## config.mk

```make
export PLATFORM = sky130hd
export DESIGN_NAME = vga_timing_gen
export DESIGN_NICKNAME = d
export VERILOG_FILES = /design/src/rtl/vga_timing_gen.sv
export SDC_FILE = /design/constraint.sdc
export NUM_CORES = 1
export LEC_CHECK = 0
export CORE_MARGIN = 2
export CORE_UTILIZATION = 60
export DETAILED_ROUTE_END_ITERATION = 10
export DONT_BUFFER_PORTS = 1
export HOLD_SLACK_MARGIN = 0.06
export PLACE_DENSITY_LB_ADDON = 0.1
export REMOVE_ABC_BUFFERS = 1
export SYNTH_ARGS = -nofsm -noshare
export SYNTH_HDL_FRONTEND = slang
export SYNTH_SLANG_ARGS = --single-unit
```

## constraint.sdc

```tcl
create_clock -name CLK -period 2.4 [get_ports CLK]
set_input_delay 0.48 -clock CLK [delete_from_list [all_inputs] [get_ports CLK]]
set_output_delay 0.48 -clock CLK [all_outputs]
set_load 0.01 [all_outputs]
```

## src/rtl/vga_timing_gen.sv

```systemverilog
// Raster timing generator: free-running pixel/line counters decoded into sync, DE and start pulses.
// Latency: every output is registered once and reflects the counter value of the previous enabled clock.
// Backpressure: ENABLE low freezes the counters and every output, including any pulse already asserted.
module vga_timing_gen #(
    parameter int H_ACTIVE = 640,
    parameter int H_FRONT  = 16,
    parameter int H_SYNC   = 96,
    parameter int H_BACK   = 48,
    parameter int V_ACTIVE = 480,
    parameter int V_FRONT  = 10,
    parameter int V_SYNC   = 2,
    parameter int V_BACK   = 33,
    parameter int SYNC_POL = 0
) (
    input  logic       CLK,
    input  logic       RESET,
    input  logic       ENABLE,
    output logic       HSYNC,
    output logic       VSYNC,
    output logic       DE,
    output logic [9:0] PIXEL_X,
    output logic [9:0] PIXEL_Y,
    output logic       LINE_START,
    output logic       FRAME_START
);

    // Totals must not exceed 1024 so the last position fits the 10-bit counters.
    localparam int H_TOTAL = H_ACTIVE + H_FRONT + H_SYNC + H_BACK;
    localparam int V_TOTAL = V_ACTIVE + V_FRONT + V_SYNC + V_BACK;

    localparam logic [9:0] H_LAST = 10'(H_TOTAL - 1);
    localparam logic [9:0] V_LAST = 10'(V_TOTAL - 1);

    // Region bounds are 11 bits wide so a sync pulse ending exactly at 1024 still compares correctly.
    localparam logic [10:0] H_ACT_END = 11'(H_ACTIVE);
    localparam logic [10:0] HS_BEG    = 11'(H_ACTIVE + H_FRONT);
    localparam logic [10:0] HS_END    = 11'(H_ACTIVE + H_FRONT + H_SYNC);
    localparam logic [10:0] V_ACT_END = 11'(V_ACTIVE);
    localparam logic [10:0] VS_BEG    = 11'(V_ACTIVE + V_FRONT);
    localparam logic [10:0] VS_END    = 11'(V_ACTIVE + V_FRONT + V_SYNC);

    localparam logic SYNC_ACT = (SYNC_POL != 0);

    logic [9:0] r_hcnt;
    logic [9:0] r_vcnt;
    logic       r_hsync;
    logic       r_vsync;
    logic       r_de;
    logic [9:0] r_pixel_x;
    logic [9:0] r_pixel_y;
    logic       r_line_start;
    logic       r_frame_start;

    logic       w_h_last;
    logic       w_v_last;
    logic       w_de;
    logic       w_hsync;
    logic       w_vsync;
    logic       w_line_start;
    logic       w_frame_start;
    logic [10:0] w_hcnt_x;
    logic [10:0] w_vcnt_x;

    // Decode the current counter position into next-cycle output values.
    always_comb begin
        w_hcnt_x      = {1'b0, r_hcnt};
        w_vcnt_x      = {1'b0, r_vcnt};
        w_h_last      = (r_hcnt == H_LAST);
        w_v_last      = (r_vcnt == V_LAST);
        w_de          = (w_hcnt_x < H_ACT_END) && (w_vcnt_x < V_ACT_END);
        w_hsync       = ((w_hcnt_x >= HS_BEG) && (w_hcnt_x < HS_END)) ? SYNC_ACT : ~SYNC_ACT;
        w_vsync       = ((w_vcnt_x >= VS_BEG) && (w_vcnt_x < VS_END)) ? SYNC_ACT : ~SYNC_ACT;
        w_line_start  = (r_hcnt == 10'd0);
        w_frame_start = (r_hcnt == 10'd0) && (r_vcnt == 10'd0);
    end

    // Raster counters: X advances per enabled clock, Y advances when X wraps, both wrap together at frame end.
    always_ff @(posedge CLK) begin
        if (RESET) begin
            r_hcnt <= '0;
            r_vcnt <= '0;
        end else if (ENABLE) begin
            if (w_h_last) begin
                r_hcnt <= '0;
                r_vcnt <= w_v_last ? 10'd0 : r_vcnt + 10'd1;
            end else begin
                r_hcnt <= r_hcnt + 10'd1;
            end
        end
    end

    // Output stage: captures the decode of the same counter value that PIXEL_X/PIXEL_Y report.
    always_ff @(posedge CLK) begin
        if (RESET) begin
            r_hsync       <= ~SYNC_ACT;
            r_vsync       <= ~SYNC_ACT;
            r_de          <= 1'b0;
            r_pixel_x     <= '0;
            r_pixel_y     <= '0;
            r_line_start  <= 1'b0;
            r_frame_start <= 1'b0;
        end else if (ENABLE) begin
            r_hsync       <= w_hsync;
            r_vsync       <= w_vsync;
            r_de          <= w_de;
            r_pixel_x     <= r_hcnt;
            r_pixel_y     <= r_vcnt;
            r_line_start  <= w_line_start;
            r_frame_start <= w_frame_start;
        end
    end

    assign HSYNC       = r_hsync;
    assign VSYNC       = r_vsync;
    assign DE          = r_de;
    assign PIXEL_X     = r_pixel_x;
    assign PIXEL_Y     = r_pixel_y;
    assign LINE_START  = r_line_start;
    assign FRAME_START = r_frame_start;

endmodule
```

# Word-level counts from Yosys, hierarchy flattened

Cells that the tools add are included.

Logic and storage cells: 30
Output and inout bits: 25
Bits of input ports: 3
Flip-flop bits (word level): 45

Magnitude comparators: 6
$add $sub $neg: 2
Reduce and logical (&&, ||, !) cells: 7
Multiplexer cells: 4
Eq/ne operators: 2

Operators by type and width:

| kind                                                        | number |
|---|---|
| adder 10 x 1 -> 10 bit, second input constant               | 2 |
| == test 10 bit, second input constant                       | 2 |
| logical NOT 10 bit                                          | 2 |
| less-than comparator 10 bit, second input constant          | 2 |
| less-than comparator 10 x 9 -> 1 bit, second input constant | 2 |
| 2-to-1 mux 10 bit                                           | 2 |
| >= comparator 10 bit, second input constant                 | 1 |
| >= comparator 10 x 9 -> 1 bit, second input constant        | 1 |
| logical AND 1 bit                                           | 4 |
| 2-to-1 mux 1 bit                                            | 2 |
| AND reduction 2 bit                                         | 1 |

# Logic depth before layout (Yosys ltp)

Word-level depth: 3
Gate-level depth with buffers: 6
Mapped depth without buffers: 6

# Worst setup path before layout

OpenSTA, ideal clock, no wires.

Kind: input to register
From: in ENABLE
To: reg r_vcnt[6]
Data required time: 2.277 ns
Slack: 0.775 ns
Buffers on the path: 2
Stages: 6
Data arrival time: 1.502 ns
Library setup time: 0.123 ns
Cell sequence: buf_2 -> and2_4 -> and3_1 -> buf_2 -> nand4_1 -> mux2_1

Longest elaborated chain between the ends: 1

RTL lines:

| what                                 | RTL line | RTL |
|---|---|---|
| start, declared                      | 17       | `input logic ENABLE,` |
| AND reduction 2 bit (no source line) | -        |  |
| end signal, assigned                 | 85       | `r_vcnt <= w_v_last ? 10'd0 : r_vcnt + 10'd1;` |
| end, declared                        | 45       | `logic [9:0] r_vcnt;` |

No other way between the ends.
A chain may end at the register's enable or synchronous reset.

# Final worst setup path

From: reg r_hcnt[0]
To: reg r_vcnt[8]

Longest elaborated chain between the ends: 2

RTL lines:

| what                                 | RTL line | RTL |
|---|---|---|
| start, declared                      | 44       | `logic [9:0] r_hcnt;` |
| start signal, assigned               | 87       | `r_hcnt <= r_hcnt + 10'd1;` |
| == test 10 bit                       | 68       | `w_h_last = (r_hcnt == H_LAST);` |
| AND reduction 2 bit (no source line) | -        |  |

No other way between the ends.

==> metrics.txt <==
# TYPE chip_impl_metric gauge
chip_impl_metric{name="min_hold_slack",unit="ns"} 0.183
chip_impl_metric{name="wire_length_of_the_first_global_routing_pass",unit="mm"} 6.18
chip_impl_metric{name="floorplan.core_area",unit="µm²"} 3100
chip_impl_metric{name="final-seq-area",unit="µm²"} 901
chip_impl_metric{name="final_net_count",unit=""} 215
chip_impl_metric{name="detailed_place_hpwl",unit="mm"} 2.50
chip_impl_metric{name="met3_grt_util",unit="%"} 6.72
chip_impl_metric{name="synth_sequential_area_ratio",unit="%"} 45.6
chip_impl_metric{name="pd_cells",unit="nW/µm²"} 573
chip_impl_metric{name="groute.usage.overall",unit="%"} 22.1
chip_impl_metric{name="max_cap_viol_count",unit=""} 0
chip_impl_metric{name="clkSinkCount",unit=""} 45
chip_impl_metric{name="max_slew_violations",unit=""} 0
chip_impl_metric{name="placement.io_buffers",unit=""} 0
chip_impl_info{name="post-synth-top-area-cell",value="sky130_fd_sc_hd__dfxtp_1"} 1
chip_impl_info{name="tritoncts",value="done"} 1
chip_impl_metric{name="fin_skew",unit="ns"} 0.00233
chip_impl_metric{name="yosys_warnings",unit=""} 0
chip_impl_metric{name="data_required_critical_path",unit="ns"} 2.65
chip_impl_metric{name="layout_worst_path_cycle_share",unit="%"} 75.1
chip_impl_info{name="path_cells",value="ha_1, and4bb_4, and3_1, nand4_1, mux2_1"} 1
chip_impl_metric{name="number_of_instances_in_the_synthesized_netlist",unit=""} 214
chip_impl_info{name="worstHoldEndpoint",value="DE"} 1
chip_impl_metric{name="total_power",unit="mW"} 1.16
chip_impl_metric{name="detailedRoute.firstPassIterationCount",unit=""} 4
chip_impl_info{name="r2r-end",value="r_vcnt[8]"} 1
chip_impl_metric{name="cp_slowest_stage_delay",unit="ns"} 0.42
chip_impl_info{name="worst_setup_path_type",value="register to register"} 1
chip_impl_metric{name="multi_input_comb_area",unit="µm²"} 998
chip_impl_metric{name="cts_resized",unit=""} 0
chip_impl_metric{name="nFillCells",unit=""} 280
chip_impl_metric{name="global_route.overflow_total",unit=""} 0
chip_impl_metric{name="clock_slew_seen_by_the_registers_of_the_worst_setup_and_hold_paths",unit="ns"} 0.12
chip_impl_metric{name="synth.ff_latch_count",unit=""} 45
chip_impl_info{name="hold_path.startpoint",value="RESET"} 1
chip_impl_metric{name="drt_wl_total",unit="mm"} 3.66
chip_impl_metric{name="r2r.worst_path.cells",unit=""} 5
chip_impl_metric{name="area_growth",unit="%"} 2.66
chip_impl_metric{name="fp.dieH",unit="µm"} 61.4
chip_impl_metric{name="crit_arrival",unit="ns"} 2.05
chip_impl_metric{name="synth_area_per_cell",unit="µm²"} 9.23
chip_impl_info{name="worstSetupEndpointType",value="register"} 1
chip_impl_metric{name="leakagePower",unit="nW"} 0.776
chip_impl_metric{name="post_cts.repair.setup_buffers",unit=""} 0
chip_impl_info{name="synth.top_cells.by_area",value="sky130_fd_sc_hd__dfxtp_1 46%, sky130_fd_sc_hd__mux2i_1 9.6%, sky130_fd_sc_hd__nor2_1 6.6%, sky130_fd_sc_hd__a21oi_1 2.8%, sky130_fd_sc_hd__ha_1 2.5%"} 1
chip_impl_metric{name="finalSetupViolCount",unit=""} 0
chip_impl_metric{name="period_minus_slack",unit="ns"} 1.80
chip_impl_info{name="timing.rr.start",value="r_hcnt[0]"} 1
chip_impl_metric{name="groute.layer.met1.usage",unit="%"} 26.4
chip_impl_metric{name="dieWidth",unit="µm"} 61.4
chip_impl_metric{name="ys_types",unit=""} 44
chip_impl_metric{name="detail_route.drc_violations",unit=""} 0
chip_impl_metric{name="worst_pin_slew",unit="ns"} 0.476
chip_impl_info{name="gr-max-usage-layer",value="met2"} 1
chip_impl_metric{name="synth_largest_type_area_fraction",unit="%"} 45.6
chip_impl_metric{name="dr.first_iter.drc_count",unit=""} 66
chip_impl_metric{name="num_rows",unit=""} 20
chip_impl_metric{name="clock_tree.buffer_depth",unit=""} 2
chip_impl_metric{name="tritoncts_buffer_count",unit=""} 5
chip_impl_metric{name="ios",unit=""} 28
chip_impl_metric{name="antenna_cells",unit=""} 0
chip_impl_metric{name="max-vdd-ir-drop",unit="µV"} 406
chip_impl_metric{name="floorplan.initialDensity",unit="%"} 63.7
chip_impl_metric{name="die-area",unit="µm²"} 3770
chip_impl_metric{name="holdPathStages",unit=""} 1
chip_impl_metric{name="drt-wirelength-per-cell",unit="µm"} 14.5
chip_impl_metric{name="timing_hold_violations_final",unit=""} 0
chip_impl_info{name="critPathLaunchType",value="register"} 1
chip_impl_metric{name="worst_skew_pair.late_latency",unit="ns"} 0.35
chip_impl_metric{name="antenna_nets_post_route",unit=""} 0
chip_impl_metric{name="post_drt_via_cell_ratio",unit=""} 5.84
chip_impl_metric{name="max_freq",unit="MHz"} 555
chip_impl_info{name="status",value="complete, no violations"} 1
chip_impl_metric{name="maximum_number_of_pins_on_one_net_before_global_route_repair",unit=""} 40
chip_impl_info{name="timing.critical_path.slowest_stage_cell",value="sky130_fd_sc_hd__dfxtp_1"} 1
chip_impl_info{name="min_path_type",value="input pin to register"} 1
chip_impl_metric{name="max-slew-margin-rel",unit="%"} 68.0
chip_impl_metric{name="cts_max_level",unit=""} 2
chip_impl_metric{name="vias_after_detailed_routing",unit=""} 1472
chip_impl_metric{name="groute.layer.met2.usage",unit="%"} 37.2
chip_impl_metric{name="number_of_antenna_violations_at_the_first_check_in_global_routing",unit=""} 0
chip_impl_metric{name="fin_setup_tns",unit="ns"} 0
chip_impl_metric{name="vias_in_the_first_global_route",unit=""} 1397
chip_impl_metric{name="setup.reg_to_reg.worst_slack",unit="ns"} 0.60
chip_impl_metric{name="gp_congestion",unit=""} 0.830
chip_impl_metric{name="critPathMaxFanout",unit=""} 7
chip_impl_info{name="grt_setup_unrepaired",value="false"} 1
chip_impl_metric{name="ratio_of_cells_with_drive_above_1_in_the_final_layout",unit="%"} 5.29
chip_impl_info{name="layout.cells.most_common",value="sky130_fd_sc_hd__dfxtp_1"} 1
chip_impl_metric{name="postCtsHoldBufs",unit=""} 0
chip_impl_info{name="root_buffer",value="sky130_fd_sc_hd__clkbuf_4"} 1
chip_impl_info{name="final_cell_mix",value="45 x sky130_fd_sc_hd__dfxtp_1, 35 x sky130_fd_sc_hd__nor2_1, 19 x sky130_fd_sc_hd__mux2i_1"} 1
chip_impl_metric{name="post_synth_instance_area",unit="µm²"} 1980
[cell type report]
type	count	area share (%)
clock buffer	7	2.71
tap	44	2.71
sequential	45	44.4
inverter	5	0.925
multi-input combinational	151	49.2
[layer usage]
layer  wire [µm]  up-vias
met5           0        -
met4          70        0
met3         187        9
met2        1810       32
met1        1600      688
li1            -      743
[where the power goes]
part / total, mW / internal, mW / switching (mW)
Clock: 0.360 / 0.139 / 0.221
Combinational: 0.0355 / 0.0191 / 0.0164
Sequential: 0.767 / 0.756 / 0.0107
[per-stage QoR]
stage | area [µm²] | cells | worst slack (ns) | util [%]
global route | 2030 | 252 | 0.465 | 65.4
floorplan | 1920 | 201 | 0.797 | -
CTS | 2030 | 252 | 0.603 | 65.4
detailed placement | 1970 | 245 | 0.628 | 63.6
global placement | 1970 | 245 | 0.701 | 63.6
finish | 2030 | 252 | 0.598 | 65.4
[kinds of logic (layout without fill, tap and decap cells)]
group / count (synthesis) / after routing / share of synthesized area (%)
buf+inv: 18 / 12 / 3.86
xor+xnor: 8 / 8 / 3.55
flops: 45 / 45 / 45.6
fa+ha+maj: 4 / 4 / 2.53
compound gates: 27 / 27 / 8.74
mux: 21 / 21 / 10.8
simple gates: 91 / 91 / 25.0
[registers in the layout, summed over array words and instances (netlist names)]
register     flops
DE               1
FRAME_START      1
VSYNC            1
PIXEL_X         10
r_vcnt          10
HSYNC            1
LINE_START       1
PIXEL_Y         10
r_hcnt          10
[cell usage after synthesis (all sizes together)]
cell type	instances
buf	7
o31ai	1
or3	1
o22ai	2
mux2	2
nand2	13
nand4b	1
dfxtp	45
o21ai	4
nor4b	1
and4	3
nor4	4
and3b	1
nor2	35
mux2i	19
o2bb2ai	1
and2	2
ha	4
and3	4
xor2	5
a31oi	2
and4bb	1
nor3	3
a2111o	1
a41o	1
xnor2	3
nor2b	4
nand3	8
inv	4
a21oi	11
a211o	2
nand4	6
or4	2
o32ai	1
clkbuf	6
or2b	1
a22o	1
clkinv	1
and4b	1
[critical path, delay by kind of cell (launching register included)]
family	cells	cell delay, ns
flops	1	0.42
simple gates	3	0.72
fa+ha+maj	1	0.22
mux	1	0.33
[how the worst max path moves through the flow]
| stage | from | end | slack (ns) |
|---|---|---|---|
| floorplan | r_hcnt[0] | r_vcnt[6] | 0.80 |
| global placement | r_hcnt[0] | r_vcnt[6] | 0.70 |
| detailed placement | r_hcnt[0] | r_vcnt[8] | 0.63 |
| CTS | r_hcnt[0] | r_vcnt[8] | 0.60 |
| global route | r_hcnt[1] | r_vcnt[8] | 0.46 |
| finish | r_hcnt[0] | r_vcnt[8] | 0.60 |
No activity file was read; power rests on OpenSTA's default activity.
